[src/rtl/mdu_ctrl_if.sv]
// Request/response bundle between the decode stage and the multiply/divide unit.
// Decode drives the request fields; the unit reports busy, a done pulse and the result.
interface mdu_ctrl_if;
  logic        ID_start;
  logic        ID_flush;
  logic [2:0]  ID_fn_3;
  logic [31:0] ID_rs1_val;
  logic [31:0] ID_rs2_val;
  logic        MDU_busy;
  logic        MDU_done;
  logic [31:0] MDU_result;

  modport master (
    output ID_start, ID_flush, ID_fn_3, ID_rs1_val, ID_rs2_val,
    input  MDU_busy, MDU_done, MDU_result
  );

  modport slave (
    input  ID_start, ID_flush, ID_fn_3, ID_rs1_val, ID_rs2_val,
    output MDU_busy, MDU_done, MDU_result
  );
endinterface

[src/rtl/mdu_ctrl.sv]
// Iterative RV32M multiply/divide unit; 33 cycles from accept to done, done state included in busy.
// No queuing: starts are taken only in IDLE (flush wins), and flush or reset abandons the operation.
module mdu_ctrl (
  input  logic       clk,
  input  logic       rst,
  mdu_ctrl_if.slave  bus
);

  typedef enum logic [1:0] {IDLE, BUSY, DONE} state_t;

  state_t      state, state_nxt;
  logic [5:0]  cnt;
  logic [2:0]  fn;
  logic [31:0] rs1_q;
  logic [31:0] b_mag;
  logic [31:0] hi, lo;
  logic        a_neg, b_neg;
  logic [31:0] result;

  logic        accept, last_iter;
  logic        a_signed_in, b_signed_in, a_neg_in, b_neg_in;
  logic [31:0] a_mag_in, b_mag_in;
  logic [32:0] sum, shifted, diff;
  logic [31:0] hi_n, lo_n;
  logic [63:0] prod, prod_s;
  logic [31:0] quot, remv, fin;

  assign accept    = (state == IDLE) && bus.ID_start && !bus.ID_flush;
  assign last_iter = (state == BUSY) && (cnt == 6'd1) && !bus.ID_flush;

  // Signedness per funct3: MUL/MULH/DIV/REM signed, MULHSU signed rs1 only.
  always_comb begin
    if (bus.ID_fn_3[2]) begin
      a_signed_in = !bus.ID_fn_3[0];
      b_signed_in = !bus.ID_fn_3[0];
    end else begin
      a_signed_in = (bus.ID_fn_3[1:0] != 2'b11);
      b_signed_in = !bus.ID_fn_3[1];
    end
    a_neg_in = a_signed_in && bus.ID_rs1_val[31];
    b_neg_in = b_signed_in && bus.ID_rs2_val[31];
    a_mag_in = a_neg_in ? (32'd0 - bus.ID_rs1_val) : bus.ID_rs1_val;
    b_mag_in = b_neg_in ? (32'd0 - bus.ID_rs2_val) : bus.ID_rs2_val;
  end

  // One iteration: {hi,lo} is the product/partial-product pair for multiply,
  // remainder/quotient pair for restoring divide.
  always_comb begin
    sum     = {1'b0, hi} + (lo[0] ? {1'b0, b_mag} : 33'd0);
    shifted = {hi, lo[31]};
    diff    = shifted - {1'b0, b_mag};
    if (fn[2]) begin
      if (!diff[32]) begin
        hi_n = diff[31:0];
        lo_n = {lo[30:0], 1'b1};
      end else begin
        hi_n = shifted[31:0];
        lo_n = {lo[30:0], 1'b0};
      end
    end else begin
      hi_n = sum[32:1];
      lo_n = {sum[0], lo[31:1]};
    end
  end

  always_comb begin
    prod   = {hi_n, lo_n};
    prod_s = (a_neg ^ b_neg) ? (64'd0 - prod) : prod;
    quot   = (a_neg ^ b_neg) ? (32'd0 - lo_n) : lo_n;
    remv   = a_neg ? (32'd0 - hi_n) : hi_n;
    if (!fn[2]) begin
      fin = (fn[1:0] == 2'b00) ? prod_s[31:0] : prod_s[63:32];
    end else if (b_mag == 32'd0) begin
      fin = fn[1] ? rs1_q : 32'hFFFF_FFFF;
    end else begin
      fin = fn[1] ? remv : quot;
    end
  end

  always_ff @(posedge clk or posedge rst) begin
    if (rst) state <= IDLE;
    else     state <= state_nxt;
  end

  always_comb begin
    state_nxt = state;
    case (state)
      IDLE:    if (accept) state_nxt = BUSY;
      BUSY:    if (bus.ID_flush) state_nxt = IDLE;
               else if (cnt == 6'd1) state_nxt = DONE;
      DONE:    state_nxt = IDLE;
      default: state_nxt = IDLE;
    endcase
  end

  always_comb begin
    bus.MDU_busy   = (state != IDLE);
    bus.MDU_done   = (state == DONE);
    bus.MDU_result = result;
  end

  always_ff @(posedge clk or posedge rst) begin
    if (rst) begin
      cnt   <= 6'd0;
      fn    <= 3'd0;
      rs1_q <= 32'd0;
      b_mag <= 32'd0;
      hi    <= 32'd0;
      lo    <= 32'd0;
      a_neg <= 1'b0;
      b_neg <= 1'b0;
    end else if (accept) begin
      cnt   <= 6'd32;
      fn    <= bus.ID_fn_3;
      rs1_q <= bus.ID_rs1_val;
      b_mag <= b_mag_in;
      hi    <= 32'd0;
      lo    <= a_mag_in;
      a_neg <= a_neg_in;
      b_neg <= b_neg_in;
    end else if (state == BUSY && !bus.ID_flush) begin
      cnt <= cnt - 6'd1;
      hi  <= hi_n;
      lo  <= lo_n;
    end
  end

  always_ff @(posedge clk or posedge rst) begin
    if (rst)            result <= 32'd0;
    else if (last_iter) result <= fin;
  end

endmodule

[src/flat_wrapper.sv]
// flat-port wrapper written by rule: the top's interface ports become plain ports
module mdu_ctrl_flat 
  (clk, rst, bus_ID_start, bus_ID_flush, bus_ID_fn_3, bus_ID_rs1_val, bus_ID_rs2_val, bus_MDU_busy, bus_MDU_done, bus_MDU_result);
  mdu_ctrl_if bus_i ();
  input  logic clk;
  input  logic rst;
  input wire logic [$bits(bus_i.ID_start)-1:0] bus_ID_start;
  input wire logic [$bits(bus_i.ID_flush)-1:0] bus_ID_flush;
  input wire logic [$bits(bus_i.ID_fn_3)-1:0] bus_ID_fn_3;
  input wire logic [$bits(bus_i.ID_rs1_val)-1:0] bus_ID_rs1_val;
  input wire logic [$bits(bus_i.ID_rs2_val)-1:0] bus_ID_rs2_val;
  output wire logic [$bits(bus_i.MDU_busy)-1:0] bus_MDU_busy;
  output wire logic [$bits(bus_i.MDU_done)-1:0] bus_MDU_done;
  output wire logic [$bits(bus_i.MDU_result)-1:0] bus_MDU_result;
  assign bus_i.ID_start = bus_ID_start;
  assign bus_i.ID_flush = bus_ID_flush;
  assign bus_i.ID_fn_3 = bus_ID_fn_3;
  assign bus_i.ID_rs1_val = bus_ID_rs1_val;
  assign bus_i.ID_rs2_val = bus_ID_rs2_val;
  assign bus_MDU_busy = bus_i.MDU_busy;
  assign bus_MDU_done = bus_i.MDU_done;
  assign bus_MDU_result = bus_i.MDU_result;
  mdu_ctrl u_core (.clk(clk), .rst(rst), .bus(bus_i));
endmodule
[config.mk]
export PLATFORM = sky130hd
export DESIGN_NAME = mdu_ctrl_flat
export DESIGN_NICKNAME = d
export VERILOG_FILES = /design/src/rtl/mdu_ctrl_if.sv /design/src/rtl/mdu_ctrl.sv /design/src/flat_wrapper.sv
export SDC_FILE = /design/constraint.sdc
export NUM_CORES = 1
export LEC_CHECK = 0
export CAP_MARGIN = 20
export CORE_UTILIZATION = 55
export DETAILED_ROUTE_END_ITERATION = 12
export PLACE_DENSITY = 0.78
export SYNTH_ARGS = -nofsm -noshare
export SYNTH_HDL_FRONTEND = slang
export SYNTH_SLANG_ARGS = --single-unit
export TNS_END_PERCENT = 10
[constraint.sdc]
create_clock -name clk -period 5.4 [get_ports clk]
set_clock_uncertainty 0.15 [all_clocks]
set_input_delay 0.81 -clock clk [delete_from_list [all_inputs] [get_ports clk]]
set_output_delay 0.81 -clock clk [all_outputs]
set_load 0.03 [all_outputs]
# Word level (Yosys, flattened, before mapping)
# Index checks and enable logic that the tools add are counted.
# totals
ff_bits,173
word_cells,68
out_inout_bits,34
inputBits,71
# op_classes
n_addsub,8
reduce_logical,16
mux,27
bitwise_logic,1
eq_ne,6
# op_table
operator,count
two-way mux 32 bit,17
"subtractor 1 x 32 -> 32 bit, first input constant",4
two-way mux 64 bit,1
"subtractor 1 x 64 -> 64 bit, first input constant",1
adder 32 x 33 -> 33 bit,1
subtractor 33 x 32 -> 33 bit,1
logical NOT 32 bit,1
two-way mux 6 bit,2
logical AND 1 bit,7
"== test 6 x 1 -> 1 bit, second input constant",1
two-way mux 2 bit,3
"subtractor 6 x 1 -> 6 bit, second input constant",1
logical NOT 2 bit,2
case mux 2 bit (2 select lines),1
nonzero test 2 bit,2
logical NOT 1 bit,3
two-way mux 1 bit,3
"inequality test 3 bit, second input constant",1
"== test 2 x 1 -> 1 bit, second input constant",1
"== test 2 bit, second input constant",1
"inequality test 2 x 1 -> 1 bit, second input constant",1
"inequality test 2 bit, second input constant",1
AND reduction 2 bit,1
XOR 1 bit,1

# Depth between registers and ports, before layout
# logic_depth
depth_word,8
ltp_mapped,25
depth_no_buf,22

# Worst setup path after synthesis
# Ideal clock, no wire load.
# synth_timing
kind,flip-flop to flip-flop
from,register u_core.hi[24]
to,register u_core.result[30] (netlist: u_core.bus.MDU_result[30])
path_stages_with_launch,24
t_required_ns,5.122
path_buffers,4
arrival_ns,5.566
setup_ns,0.128
slack_ns,-0.445
synth_period_minus_slack_ns,5.845
cell_sequence,dfrtp_1 -> ha_1 -> buf_2 -> and4_4 -> and3_1 -> a32o_1 -> or3_4 -> o211ai_2 -> buf_4 -> clkbuf_1 -> clkbuf_1 -> o211ai_1 -> o21ai_1 -> ha_1 -> o2111ai_1 -> a2111oi_0 -> a211oi_1 -> or3_4 -> nor3b_4 -> nand4_1 -> o31ai_2 -> xnor2_1 -> a221oi_1 -> o22ai_1
# synth_via
elab_chain_len,8
elab_cells_between_ends,16
classes_between,add/sub (5); mux (11)
# synth_lines
item,line,rtl
"start, declared",mdu_ctrl.sv:16,"logic [31:0] hi, lo;"
"start signal, assigned",mdu_ctrl.sv:123,hi <= hi_n;
subtractor 33 x 32 -> 33 bit,mdu_ctrl.sv:51,"diff = shifted - {1'b0, b_mag};"
two-way mux 1 bit / two-way mux 32 bit (equally long branches),mdu_ctrl.sv:53,if (!diff[32]) begin
two-way mux 32 bit,mdu_ctrl.sv:52,if (fn[2]) begin
"subtractor 1 x 32 -> 32 bit, on equally long branches","mdu_ctrl.sv:69, mdu_ctrl.sv:70",
"two-way mux 32 bit, on equally long branches","mdu_ctrl.sv:69, mdu_ctrl.sv:70",
two-way mux 32 bit,mdu_ctrl.sv:76,fin = fn[1] ? remv : quot;
two-way mux 32 bit,mdu_ctrl.sv:73,end else if (b_mag == 32'd0) begin
two-way mux 32 bit (*),mdu_ctrl.sv:71,if (!fn[2]) begin
"end signal, assigned",mdu_ctrl.sv:130,else if (last_iter) result <= fin;
"end, declared",mdu_ctrl.sv:18,logic [31:0] result;
# Every way passes the cells marked *; elsewhere a longest branch is shown, timed or not.
# A chain may end at the register's enable or synchronous reset.

# Worst setup path after layout
# layout_timing
from,register u_core.lo[31]
to,register u_core.result[20] (netlist: u_core.bus.MDU_result[20])
# layout_via
elab_chain_len,8
elab_cells_between_ends,15
classes_between,add/sub (4); mux (11)
# layout_lines
item,line,rtl
"start, declared",mdu_ctrl.sv:16,
"start signal, assigned",mdu_ctrl.sv:118,lo <= a_mag_in;
"start signal, assigned",mdu_ctrl.sv:124,lo <= lo_n;
subtractor 33 x 32 -> 33 bit,mdu_ctrl.sv:51,
two-way mux 1 bit / two-way mux 32 bit (equally long branches),mdu_ctrl.sv:53,
two-way mux 32 bit,mdu_ctrl.sv:52,
"subtractor 1 x 32 -> 32 bit, on equally long branches","mdu_ctrl.sv:69, mdu_ctrl.sv:70",
"two-way mux 32 bit, on equally long branches","mdu_ctrl.sv:69, mdu_ctrl.sv:70",
two-way mux 32 bit,mdu_ctrl.sv:76,
two-way mux 32 bit,mdu_ctrl.sv:73,
two-way mux 32 bit (*),mdu_ctrl.sv:71,
# Marks and branches as above.

==> impl_results.md <==
- DIE AREA: approximately 31,000 µm²
- LEAKAGE: just over 8 nW
- Critical Path AT: 5.51 ns
- Critical Path Slowest Stage Cell: or4_1
- Final Hold Vio Count: 0
- GRT busiest layer: met2
- Layout overhead on the synthesized area: 17.4%
- Vias in the first global route: 16,755
- Starting density of the core: 56.2%
- Placed Area: ~19,000 µm²
- Hpwl dp: 50,400 µm
- Worst slew margin: 24.8%
- Syn Area/Cell: 7.53 µm²
- Tmin final: roughly 5.3 ns
- Crit end category: flip-flop
- Synth area leaders: dfrtp_1, nand2_1, o21ai_0
- Synth cell count leaders: nand2_1, o21ai_0, dfrtp_1
- Synthesized cell area: 16,800 µm²
- Slew Limit Fails: 0
- Die Ht: roughly 180 µm
- Site row count: 63
- Total wire length: 65,400 µm
- Flops & latches, synth: 173
- Met3 Use GR: roughly 12%
- WP data required: ~5.6 ns
- Final setup fails: 0
- Max cap viols: 0
- Reg2reg setup slack: roughly 0.070 ns
- Worst-path clk slew: 0.07 ns
- Sequential fraction of the synthesis area: approximately 26%
- Num CTS Buffers: 17
- Most used DFF post-synth: dfrtp_1
- CTS H-Tree Depth: 4
- RSZ-0062 raised after global routing: true
- DRC: 0
- Critical path depth: 22
- Layout filler cell count: between 2,000 and 3,000
- PortBufs: 104
- Crit-path cells: inv_1 -> ha_1 -> fa_1 -> nor2b_2 -> o31a_1 -> o21ai_4 -> a21oi_4 -> a211oi_4 -> a21oi_2 -> ha_1 -> o211ai_1 -> or4_1 -> nor3_2 -> and3_1 -> nor2b_2 -> nand2_1 -> o31ai_1 -> buf_4 -> a31oi_1 -> xor2_1 -> a222oi_1 -> o21ai_0
- Status: finished clean
- CTS tree: yes
- Cell area power density: 672 nW/µm²
- Count leader, synth: nand2_1
- Via count: 18,506
- Via-to-Cell Ratio: 6.67
- Hold WC Path Type: flip-flop to flip-flop
- Post-synth EDFFs: 0
- Yosys top cell by area: dfrtp_1
- Initial drt markers: 2,423
- First-pass GRT wire length: 99,700 µm
- Gr ovfl total: 0
- Wire per inst: 23.6 µm
- Startpoint Class: flip-flop
- Library cells used by synthesis: 94
- Root Driver: clkbuf_16
- Total GRT Usage: between 40 and 50%
- Worst skew pair latency: between 0.4 and 0.5 ns
- Setup Crit Path Kind: flip-flop to flip-flop
- Setup TNS: 0 ns
- Clock Tree Buf Depth: 2
- M2 GR Usage: 60.6%
- Family with the most delay on the worst path: compound AO/OA/AOI/OAI gates
- Period utilization: 98.7%
- Crit path buffers/inverters: 2
- Net count after synthesis: 2,374
- Fmax: 0.188 GHz
- Die width: 177 µm
- Ports: 105
- Global-route met1 utilization: 59.7%
- Synthesis warning total: 0
- Gpl congestion: 1.05
- Pin count of the biggest net entering global routing: slightly below 90
- Worst R2R Path Depth: 22
- Number of routed nets with antenna violations: 0
- Layout cells sized above 1: 10.7%
- Core Area: ~30,000 µm²
- Crit path max fanout: 5
- Critical path's largest stage delay: 0.55 ns
- Final net count: 2,514
- Synth Instances: about 2,200
- CTS sink count: approximately 170
- Peak supply drop: 0.000372 V
- Cell area after layout: 19,700 µm²
- Yosys top cell area share: ~26%
- Ys async rst share: 100%
- Initial antenna violation count: 5
- DR pass1 iterations: 8
- Hold Path Depth: 2
- Worst-margin pin slew: about 1.1 ns
worst paths after layout:
check                                 start                         to
max in group asynchronous               rst              u_core.hi[20]
min in group asynchronous               rst              u_core.lo[30]
min                        u_core.rs1_q[31]           u_core.rs1_q[31]
max                           u_core.lo[31]  u_core.bus.MDU_result[20]
min reg2reg                u_core.rs1_q[31]           u_core.rs1_q[31]
max reg2reg                   u_core.lo[31]  u_core.bus.MDU_result[20]
area by class of cell:
type | count | area (µm²) | area share [%]
multi-input cells | 1862 | 11800 | 60.1
flip-flops and latches | 173 | 4330 | 22.0
repair buffers | 252 | 2190 | 11.1
well taps | 390 | 488 | 2.48
clock buffers | 21 | 470 | 2.39
inverters | 65 | 248 | 1.26
clock inverters | 11 | 133 | 0.673
diodes | 1 | 2.50 | 0.0127
tightest hold or removal path: cells and delay by family, from the launching register on:
kind / cells / cell delay, ns
DFF: 1 / 0.34
and+or+nand+nor: 2 / 0.10
through the flow:
step	total power [W]	worst slack [ns]	instances	utilization, %	hold slack, ns
after floorplan	0.00817	-0.0000360	2231	-	0.287
after global placement	0.0113	-0.138	2736	63.4	0.304
after detailed placement	0.0114	-0.0976	2736	63.4	0.304
after CTS	0.0128	0.00601	2768	65.4	0.320
after global routing	0.0140	-0.0728	2774	66.0	0.366
final	0.0132	0.0700	2775	66.0	0.321
metal layers:
metal | vias up | wire, µm
li1 | 8395 | -
met1 | 8743 | 27000
met2 | 1200 | 27100
met3 | 164 | 8990
met4 | 4 | 2390
met5 | - | 27
power by group:
group / total, W / internal, W / switching, W
Clock: 0.00132 / 0.000724 / 0.000595
Sequential: 0.00225 / 0.00171 / 0.000536
Combinational: 0.00968 / 0.00370 / 0.00598
Total: 0.0132 / 0.00614 / 0.00711
layout by cell type, fill, tap and decap left out, types with 19 or more instances in the layout:
| cell | synthesis | routed |
|---|---|---|
| clkdlybuf4s50_1 | 0 | 104 |
| nor4_1 | 22 | 22 |
| ha_1 | 70 | 67 |
| a21o_1 | 19 | 19 |
| nand4_1 | 22 | 22 |
| nor3_1 | 72 | 71 |
| mux2i_1 | 43 | 43 |
| o21ai_0 | 187 | 186 |
| xor2_1 | 86 | 85 |
| a31oi_1 | 40 | 39 |
| nor2_1 | 166 | 165 |
| o211ai_1 | 57 | 57 |
| or3_1 | 22 | 22 |
| and2_1 | 45 | 44 |
| nand3_1 | 41 | 41 |
| dfrtp_1 | 173 | 172 |
| xnor2_1 | 103 | 102 |
| a21oi_1 | 167 | 162 |
| a22o_1 | 25 | 25 |
| buf_4 | 4 | 144 |
| nand2_1 | 353 | 353 |
| inv_1 | 64 | 63 |
timing repair:
item,4_1_cts,5_1_grt
hold buffers,0,0
buffers inserted,0,6
resized for setup,2,26
endpoints found under the setup margin,5,19
pin swaps,0,8
state kept, by name, summed over array words and instances, names as in the netlist:
signal                 flops
u_core.cnt                 6
u_core.bus.MDU_result     32
u_core.b_mag              32
u_core.hi                 32
u_core.fn                  3
u_core.state               2
u_core.b_neg               1
u_core.a_neg               1
u_core.lo                 32
u_core.rs1_q              32
kinds of logic after synthesis:
family,share of synthesized area (%)
compound gates,27.0
xor+xnor,9.86
fa+ha+maj,5.45
buf+inv,4.66
flops,25.8
mux,3.10
simple gates,24.2
No activity file was read; power rests on OpenSTA's default activity.
